===== config.mk =====
export PLATFORM = sky130hd
export DESIGN_NAME = stack_alu_seq
export DESIGN_NICKNAME = d
export VERILOG_FILES = /design/src/rtl/stack_alu_seq.sv
export SDC_FILE = /design/constraint.sdc
export NUM_CORES = 1
export LEC_CHECK = 0
export ABC_CLOCK_PERIOD_IN_PS = 7300
export CORE_ASPECT_RATIO = 2
export CORE_MARGIN = 10
export CORE_UTILIZATION = 45
export CTS_CLUSTER_SIZE = 24
export DETAILED_ROUTE_END_ITERATION = 8
export GPL_TIMING_DRIVEN = 0
export HOLD_SLACK_MARGIN = 0.03
export PLACE_DENSITY_LB_ADDON = 0.25
export REMOVE_ABC_BUFFERS = 1
export SLEW_MARGIN = 40
export SYNTH_ARGS = -nofsm -noshare
export SYNTH_HDL_FRONTEND = slang
export SYNTH_SLANG_ARGS = --single-unit
export TNS_END_PERCENT = 1

===== constraint.sdc =====
create_clock -name clk -period 7.3 [get_ports clk]
set_input_delay 1.46 -clock clk [delete_from_list [all_inputs] [get_ports clk]]
set_output_delay 1.46 -clock clk [all_outputs]
set_load 0.02 [all_outputs]

===== src/rtl/stack_alu_seq.sv =====
`default_nettype none
// ============================================================================
// Module   : stack_alu_seq
// Brief    : Multi-cycle arithmetic responder for the stack processor.
//            ADD/SUB (and DIV by zero) finish two edges after the accepting
//            edge. MUL (shift-add) and DIV (restoring) iterate one bit per
//            clock on operand magnitudes and then apply a sign fix-up.
// Options  : define STACK_ALU_REM_EN to add the signed remainder output rem.
// Revision : 1.0 - initial release
// ============================================================================
module stack_alu_seq #(
  parameter int WIDTH = 8
) (
  input  logic             clk,
  input  logic             reset,
  input  logic             start,
  input  logic [1:0]       op,
  input  logic [WIDTH-1:0] in1,
  input  logic [WIDTH-1:0] in2,
  output logic [WIDTH-1:0] result,
  output logic             carryOut,
  output logic             ovf,
  output logic             dz,
  output logic             busy,
  output logic             done
`ifdef STACK_ALU_REM_EN
  ,
  output logic [WIDTH-1:0] rem
`endif
);

  localparam logic [1:0] c_op_add = 2'b00;
  localparam logic [1:0] c_op_sub = 2'b01;
  localparam logic [1:0] c_op_mul = 2'b10;
  localparam logic [1:0] c_op_div = 2'b11;

  // Counter only has to reach WIDTH-1; keep at least one bit.
  localparam int                 c_cnt_w    = (WIDTH > 1) ? $clog2(WIDTH) : 1;
  localparam logic [c_cnt_w-1:0] c_cnt_last = c_cnt_w'(WIDTH - 1);

  typedef enum logic [2:0] {
    S_IDLE = 3'd0,
    S_EXEC = 3'd1,
    S_ITER = 3'd2,
    S_FIX  = 3'd3,
    S_DONE = 3'd4
  } state_t;

  state_t r_state;
  state_t w_next_state;

  // Latched request
  logic [1:0]         r_op;
  logic [WIDTH-1:0]   r_a;
  logic [WIDTH-1:0]   r_b;
  logic               r_neg_res;
  logic [c_cnt_w-1:0] r_cnt;

  // Shift-add multiplier state (unsigned magnitudes)
  logic [2*WIDTH-1:0] r_acc;
  logic [2*WIDTH-1:0] r_mcand;
  logic [WIDTH-1:0]   r_mplier;

  // Restoring divider state (unsigned magnitudes)
  logic [WIDTH-1:0]   r_quo;
  logic [WIDTH-1:0]   r_prem;
  logic [WIDTH-1:0]   r_dvsr;

  // Architectural outputs
  logic [WIDTH-1:0]   r_result;
  logic               r_carry;
  logic               r_ovf;
  logic               r_dz;

`ifdef STACK_ALU_REM_EN
  logic               r_neg_a;
  logic [WIDTH-1:0]   r_rem;
  logic [WIDTH-1:0]   w_rem_s;
`endif

  logic               w_iterate;
  logic [WIDTH-1:0]   w_mag1;
  logic [WIDTH-1:0]   w_mag2;
  logic [WIDTH:0]     w_sum;
  logic [WIDTH:0]     w_sub;
  logic               w_add_ovf;
  logic               w_sub_ovf;
  logic [WIDTH:0]     w_prem_sh;
  logic               w_prem_fits;
  logic [WIDTH-1:0]   w_prem_try;
  logic [2*WIDTH-1:0] w_prod_s;
  logic               w_mul_ovf;
  logic [WIDTH-1:0]   w_quo_s;
  logic               w_div_ovf;

  // Magnitudes; the most negative value maps to 2^(WIDTH-1) as unsigned.
  assign w_mag1    = in1[WIDTH-1] ? -in1 : in1;
  assign w_mag2    = in2[WIDTH-1] ? -in2 : in2;
  assign w_iterate = (op == c_op_mul) || ((op == c_op_div) && (in2 != '0));

  // Single-cycle ADD/SUB; the SUB borrow bit is the inverse of in1>=in2.
  assign w_sum     = {1'b0, r_a} + {1'b0, r_b};
  assign w_sub     = {1'b0, r_a} - {1'b0, r_b};
  assign w_add_ovf = (r_a[WIDTH-1] == r_b[WIDTH-1]) && (w_sum[WIDTH-1] != r_a[WIDTH-1]);
  assign w_sub_ovf = (r_a[WIDTH-1] != r_b[WIDTH-1]) && (w_sub[WIDTH-1] != r_a[WIDTH-1]);

  // Restoring divide step: partial remainder always stays below the divisor,
  // so WIDTH bits hold it and the trial difference never needs a sign bit.
  assign w_prem_sh   = {r_prem, r_quo[WIDTH-1]};
  assign w_prem_fits = (w_prem_sh >= {1'b0, r_dvsr});
  assign w_prem_try  = w_prem_sh[WIDTH-1:0] - r_dvsr;

  // Sign fix-up. A product fits when its top WIDTH+1 bits are all equal;
  // a quotient only overflows when positive with magnitude 2^(WIDTH-1).
  assign w_prod_s  = r_neg_res ? -r_acc : r_acc;
  assign w_mul_ovf = !((&w_prod_s[2*WIDTH-1:WIDTH-1]) || !(|w_prod_s[2*WIDTH-1:WIDTH-1]));
  assign w_quo_s   = r_neg_res ? -r_quo : r_quo;
  assign w_div_ovf = !r_neg_res && r_quo[WIDTH-1];

`ifdef STACK_ALU_REM_EN
  assign w_rem_s   = r_neg_a ? -r_prem : r_prem;
`endif

  // State register
  always_ff @(posedge clk or negedge reset) begin
    if (!reset) begin
      r_state <= S_IDLE;
    end else begin
      r_state <= w_next_state;
    end
  end

  // Next-state decode and status outputs
  always_comb begin
    w_next_state = r_state;
    busy         = 1'b0;
    done         = 1'b0;
    case (r_state)
      S_IDLE: begin
        if (start) begin
          w_next_state = w_iterate ? S_ITER : S_EXEC;
        end
      end
      S_EXEC: begin
        busy         = 1'b1;
        w_next_state = S_DONE;
      end
      S_ITER: begin
        busy = 1'b1;
        if (r_cnt == c_cnt_last) begin
          w_next_state = S_FIX;
        end
      end
      S_FIX: begin
        busy         = 1'b1;
        w_next_state = S_DONE;
      end
      S_DONE: begin
        done         = 1'b1;
        w_next_state = S_IDLE;
      end
      default: begin
        w_next_state = S_IDLE;
      end
    endcase
  end

  // Request latch and per-bit MUL/DIV iteration
  always_ff @(posedge clk or negedge reset) begin
    if (!reset) begin
      r_op      <= '0;
      r_a       <= '0;
      r_b       <= '0;
      r_neg_res <= 1'b0;
      r_cnt     <= '0;
      r_acc     <= '0;
      r_mcand   <= '0;
      r_mplier  <= '0;
      r_quo     <= '0;
      r_prem    <= '0;
      r_dvsr    <= '0;
`ifdef STACK_ALU_REM_EN
      r_neg_a   <= 1'b0;
`endif
    end else begin
      case (r_state)
        S_IDLE: begin
          if (start) begin
            r_op      <= op;
            r_a       <= in1;
            r_b       <= in2;
            r_neg_res <= in1[WIDTH-1] ^ in2[WIDTH-1];
            r_cnt     <= '0;
            r_acc     <= '0;
            r_mcand   <= {{WIDTH{1'b0}}, w_mag1};
            r_mplier  <= w_mag2;
            r_quo     <= w_mag1;
            r_prem    <= '0;
            r_dvsr    <= w_mag2;
`ifdef STACK_ALU_REM_EN
            r_neg_a   <= in1[WIDTH-1];
`endif
          end
        end
        S_ITER: begin
          r_cnt <= r_cnt + 1'b1;
          if (r_op == c_op_mul) begin
            if (r_mplier[0]) begin
              r_acc <= r_acc + r_mcand;
            end
            r_mcand  <= {r_mcand[2*WIDTH-2:0], 1'b0};
            r_mplier <= {1'b0, r_mplier[WIDTH-1:1]};
          end else begin
            r_prem <= w_prem_fits ? w_prem_try : w_prem_sh[WIDTH-1:0];
            r_quo  <= {r_quo[WIDTH-2:0], w_prem_fits};
          end
        end
        default: begin
        end
      endcase
    end
  end

  // Result and flag register, written once per operation in EXEC or FIX
  always_ff @(posedge clk or negedge reset) begin
    if (!reset) begin
      r_result <= '0;
      r_carry  <= 1'b0;
      r_ovf    <= 1'b0;
      r_dz     <= 1'b0;
`ifdef STACK_ALU_REM_EN
      r_rem    <= '0;
`endif
    end else if (r_state == S_EXEC) begin
      case (r_op)
        c_op_add: begin
          r_result <= w_sum[WIDTH-1:0];
          r_carry  <= w_sum[WIDTH];
          r_ovf    <= w_add_ovf;
          r_dz     <= 1'b0;
`ifdef STACK_ALU_REM_EN
          r_rem    <= '0;
`endif
        end
        c_op_sub: begin
          r_result <= w_sub[WIDTH-1:0];
          r_carry  <= ~w_sub[WIDTH];
          r_ovf    <= w_sub_ovf;
          r_dz     <= 1'b0;
`ifdef STACK_ALU_REM_EN
          r_rem    <= '0;
`endif
        end
        default: begin
          // Only a divide by zero reaches EXEC with a non-ADD/SUB opcode.
          r_result <= '0;
          r_carry  <= 1'b0;
          r_ovf    <= 1'b0;
          r_dz     <= 1'b1;
`ifdef STACK_ALU_REM_EN
          r_rem    <= r_a;
`endif
        end
      endcase
    end else if (r_state == S_FIX) begin
      r_carry <= 1'b0;
      r_dz    <= 1'b0;
      if (r_op == c_op_mul) begin
        r_result <= w_prod_s[WIDTH-1:0];
        r_ovf    <= w_mul_ovf;
`ifdef STACK_ALU_REM_EN
        r_rem    <= '0;
`endif
      end else begin
        r_result <= w_quo_s;
        r_ovf    <= w_div_ovf;
`ifdef STACK_ALU_REM_EN
        r_rem    <= w_rem_s;
`endif
      end
    end
  end

  assign result   = r_result;
  assign carryOut = r_carry;
  assign ovf      = r_ovf;
  assign dz       = r_dz;
`ifdef STACK_ALU_REM_EN
  assign rem      = r_rem;
`endif

endmodule
`default_nettype wire


### Word level (Yosys, flattened, before mapping)

Index checks and enable logic that the tools add are counted.

| word-level totals | value |
|---|---|
| bits in registers | 100 |
| logic and storage cells | 113 |
| output and inout bits | 13 |
| input port bits | 21 |

| operators by class | value |
|---|---|
| add/subtract/negate cells | 9 |
| multiplexer cells | 42 |
| $lt $le $gt $ge | 1 |
| bitwise logic cells | 2 |
| reduce and logical (&&, ||, !) cells | 25 |
| equality and inequality tests | 18 |

Operator list:

| operator | number |
|---|---|
| $mux 8 | 13 |
| $mux 16 | 6 |
| $pmux 16 s2 | 2 |
| $pmux 8 s2 | 4 |
| $neg 8->8 | 3 |
| $add 16x16->16 | 1 |
| $neg 16->16 | 1 |
| $ne 2x2->1 const B | 5 |
| $add 8x8->9 | 1 |
| $ge 9x8->1 | 1 |
| $mux 1 | 9 |
| $mux 3 | 3 |
| $pmux 3 s3 | 1 |
| $reduce_and 9->1 | 1 |
| $reduce_or 9->1 | 1 |
| $sub 8x8->9 | 1 |
| $reduce_bool 8->1 | 1 |
| $sub 8x8->8 | 1 |
| $eq 2x2->1 const B | 3 |
| $eq 3x2->1 const B | 2 |
| $eq 3x3->1 const B | 2 |
| $pmux 3 s2 | 1 |
| $reduce_and 2->1 | 3 |
| $reduce_and 3->1 | 2 |
| other kinds (18) | 29 |

### Depth between registers and ports, before layout

| depth | value |
|---|---|
| depth in word-level cells | 9 |
| depth in mapped cells | 11 |
| gate-level depth less buffers | 11 |

### Worst setup path before layout

OpenSTA, ideal clock, no wires.

| timing path | value |
|---|---|
| path kind | input to register |
| start | input in2[4] |
| end | register r_state[1] |
| required time | 7.176 ns |
| buffers on the path | 0 |
| library setup time | 0.124 ns |
| stages on the path | 5 |
| arrival | 2.740 ns |
| slack | 4.436 ns |
| path through | or3_1 or3_1 or3_1 a31oi_1 nor3_1 |

| on the way | value |
|---|---|
| word-level cells in the longest chain between the ends | 6 |

Ends and longest elaborated chain:

| what | RTL line | RTL |
|---|---|---|
| start, declared | 19 | `input logic [WIDTH-1:0] in2,` |
| $reduce_bool 8->1 | 99 | `assign w_iterate = (op == c_op_mul) \|\| ((op == c_op_div) && (in2 != '0));` |
| $logic_and 1x1->1 | 99 |  |
| $logic_or 1x1->1 | 99 |  |
| $mux 2 | 141 | `w_next_state = w_iterate ? S_ITER : S_EXEC;` |
| $mux 3 | 140 | `if (start) begin` |
| $pmux 3 s3 | 138 | `case (r_state)` |
| end signal, assigned | 129 | `r_state <= w_next_state;` |
| end, declared | 49 | `state_t r_state;` |

No other way between the ends. The select of a mux whose other input is x is not followed.
A chain may end at the register's enable or synchronous reset.

### Final worst setup path

| timing path | value |
|---|---|
| start | register r_state[1] |
| end | output busy |

| on the way | value |
|---|---|
| word-level cells in the longest chain between the ends | 3 |
| elaborated cells on any way between the ends | 5 |
| those cells by class | 3 x eq/ne; 1 x mux; 1 x reduce/logical |

Ends and longest elaborated chain:

| what | RTL line | RTL |
|---|---|---|
| $eq 3x1->1 or $eq 3x2->1 (tied branches) | 138 |  |
| $reduce_or 3->1 (no source line) * | n/a |  |
| $mux 1 * | 138 |  |
| end, declared | 24 | `output logic busy,` |

Every way passes the cells marked *; elsewhere a longest branch is shown, timed or not.

==> results.toml <==
[sta]
whs_ns = 0.4671
tightest_slew_ns = 0.8110
min_period_ns = 3.413
post-route-period-util_pct = 46.75
finalMaxSlewViolations = 0
hold_viol = 0
setup_viol = 0
timing.slew.headroom_pct = 45.93
fin_tns_setup_ns = 0
max_freq_mhz = 293.0
rsz0062_at_grt = "false"
fin_worst_skew_ns = 0.006720

[die]
coreArea_sq_um = 14820
die_x_um = 106.8
rows = 63
die_area_sq_um = 20670
start_util_pct = 45.75
die_h_um = 193.6
ioPinCount = 34

[pwr]
p_leak_nw = 3.423
powerDensity_nw_per_um2 = 483.6
peakVddDrop_uv = 160.9

[yosys]
syn_avg_cell_area_sq_um = 8.454
yosys.area.top_type_share_pct = 36.54
synth_most_common_cell = "nand2_1"
synthTopCellsByArea = "dfrtp_1 (37%), ha_1 (8.3%), nand2_1 (7.0%)"
async_flop_share_pct = 100.0
synth_ff_type = "dfrtp_1"
syn-instance-count = 802
synth_cell_types = 66
synthTopCellsByCount = "nand2_1 (127), dfrtp_1 (99), o21ai_0 (88)"
yosys_warnings = 0
yosys.area.top_type = "dfrtp_1"
synth-seq-cells = 99
synthesis.area_sq_um = 6780
ys_seq_area_share_pct = 36.54
synth-edff-count = 0

[worst_setup_path]
path_max_fanout = 20
cp.required_ns = 5.84
startpoint = "r_state[1]$_DFFE_PN0P_"
path_cells = "nor2_1 -> nor2_1 -> clkdlybuf4s50_1"
cp_top_family = "flip-flops"
r2r_cells = 10
critPathCaptureType = "output pin"
cp_slowest_cell = "dfrtp_1"
r2r_start = "r_acc[0]$_DFFE_PN0P_"
rrSetupSlack_ns = 4.38
cp-start-kind = "flop"
path_buf_inv = 1
worst_path_largest_cell_delay_ns = 0.75
worst_ep_arrival_time_ns = 1.95
worstSetupPathType = "flop to output pin"
cp_common_cell = "nor2_1"
r2r-end = "r_acc[14]$_DFFE_PN0P_"

[hold_path]
min_path_cells = 2
hold_start = "r_mplier[7]$_DFFE_PN0P_"
hold_path_class = "flop to flop"
holdPathEnd = "r_mplier[7]$_DFFE_PN0P_"

[finish]
final_core_util_pct = 51.14
multi_input_comb_area_sq_um = 4019
fin_nets = 875
fillers = 1470
synthToLayoutAreaGrowth_pct = 11.77
insertedDiodeCount = 0
layout-drive-gt1-share_pct = 6.049
stdcell_count = 1005
regArea_sq_um = 2477

[clocking]
cts_max_level = 3
cts-buffers-inserted = 9
cts_tree = "built"
cts_setup_buffers = 0
cts_resized = 0
cts.path.max_buffers = 2
cts_hold_buffers = 0
cts-root-buf = "clkbuf_16"
clk_latency_ns = 0.35
clock_sinks = 99
clk_pin_slew_ns = 0.07

[grt]
grt_pass1_wl_um = 29060
grt_overflow = 0
globalRouteTotalUtil_pct = 17.45
antenna_found_initial = 0
grt_pass1_vias = 5774
grt_max_degree = 67

[route]
ant_nets = 0
vias_per_cell = 5.726
vias = 5755
routed_wl_um = 18220
dr.pass1.iters = 4
first_iter_violations = 319
wire_per_inst_um = 18.13
drc_errors = 0

[outcome]
status = "complete, no violations"

[placed_design]
gp_congestion = 0.8761
placement.io_buffers = 33
hpwl_um = 13620
dp.cells = 989

[flow_run]
drv_cap = 0
-- sequential cells by signal, summed over array words and instances, names as in the netlist --
signal	cells
r_op	2
r_acc	16
r_neg_res	1
carryOut	1
dz	1
r_b	8
result	8
r_quo	8
ovf	1
r_mplier	8
r_cnt	3
r_state	3
r_mcand	16
r_dvsr	7
r_prem	8
r_a	8
-- per-layer routing --
layer / part of all wire [%] / routed length (um) / GRT usage, % / vias to the layer above
met1: 38 / 6992 / 18.03 / 2790
met4: 3.6 / 662 / 8.497 / 0
met2: 55 / 10100 / 32.99 / 120
met5: 0 / 0 / 0 / -
met3: 2.5 / 462 / 2.064 / 32
li1: - / - / - / 2813
-- final cells by class --
type | instances | area share [%]
clock buffer | 11 | 3.335
clock inverter | 5 | 0.7595
tap | 195 | 3.219
multi-input combinational | 620 | 53.03
sequential | 99 | 32.69
timing repair buffer | 35 | 4.986
inverter | 40 | 1.981
-- cells by family (layout without fill, tap and decap cells) --
group	Yosys count	count (layout)	share of synthesized area, %
AND/OR/NAND/NOR	292	292	20.52
AO/OA/AOI/OAI	213	213	19.56
multiplexers	19	19	3.100
buffers and inverters	83	91	4.724
XOR/XNOR	47	47	6.071
flip-flops	99	99	36.54
adder cells (fa/ha/maj)	49	49	9.485
-- through the flow --
step / power (mW) / setup slack (ns) / area [sq um]
after floorplan: 2.521 / 3.691 / 6610
after global placement: 3.055 / 0.9160 / 7184
after detailed placement: 3.153 / 3.572 / 7268
after CTS: 3.676 / 3.889 / 7579
after global routing: 3.965 / 3.749 / 7579
final: 3.665 / 3.887 / 7579
-- layout by cell type, fill, tap and decap left out, types with 15 or more instances in the layout --
cell type	instances
inv_1	40
o21ai_0	88
ha_1	45
nand2_1	125
nand3_1	26
o31ai_1	15
clkdlybuf4s50_1	32
a21oi_1	38
xor2_1	25
dfrtp_1	99
nor3_1	18
nor2_1	52
xnor2_1	22
-- worst reg2reg max path, delay by kind of cell, from the launching register on --
| kind | cells | cell delay [ns] |
|---|---|---|
| compound gates | 6 | 1.14 |
| xor+xnor | 1 | 0.18 |
| fa+ha+maj | 2 | 0.69 |
| flops | 1 | 0.47 |
| simple gates | 1 | 0.31 |
-- worst max-delay path by stage --
stage	end	slack, ns	cells past startpoint
2_1_floorplan	r_mplier[0]$_DFFE_PN0P_	3.69	4
3_3_place_gp	r_b[7]$_DFFE_PN0P_	0.92	1
3_5_place_dp	r_quo[7]$_DFFE_PN0P_	3.57	6
4_1_cts	busy	3.89	3
5_1_grt	r_quo[7]$_DFFE_PN0P_	3.75	6
6_report	busy	3.89	3
-- report_power, final --
group	switching, mW	total [mW]	internal, mW
clock network	0.223	0.510	0.286
registers	0.290	1.05	0.762
logic	1.21	2.10	0.889
total	1.73	3.66	1.94
No activity file was read; power rests on OpenSTA's default activity.
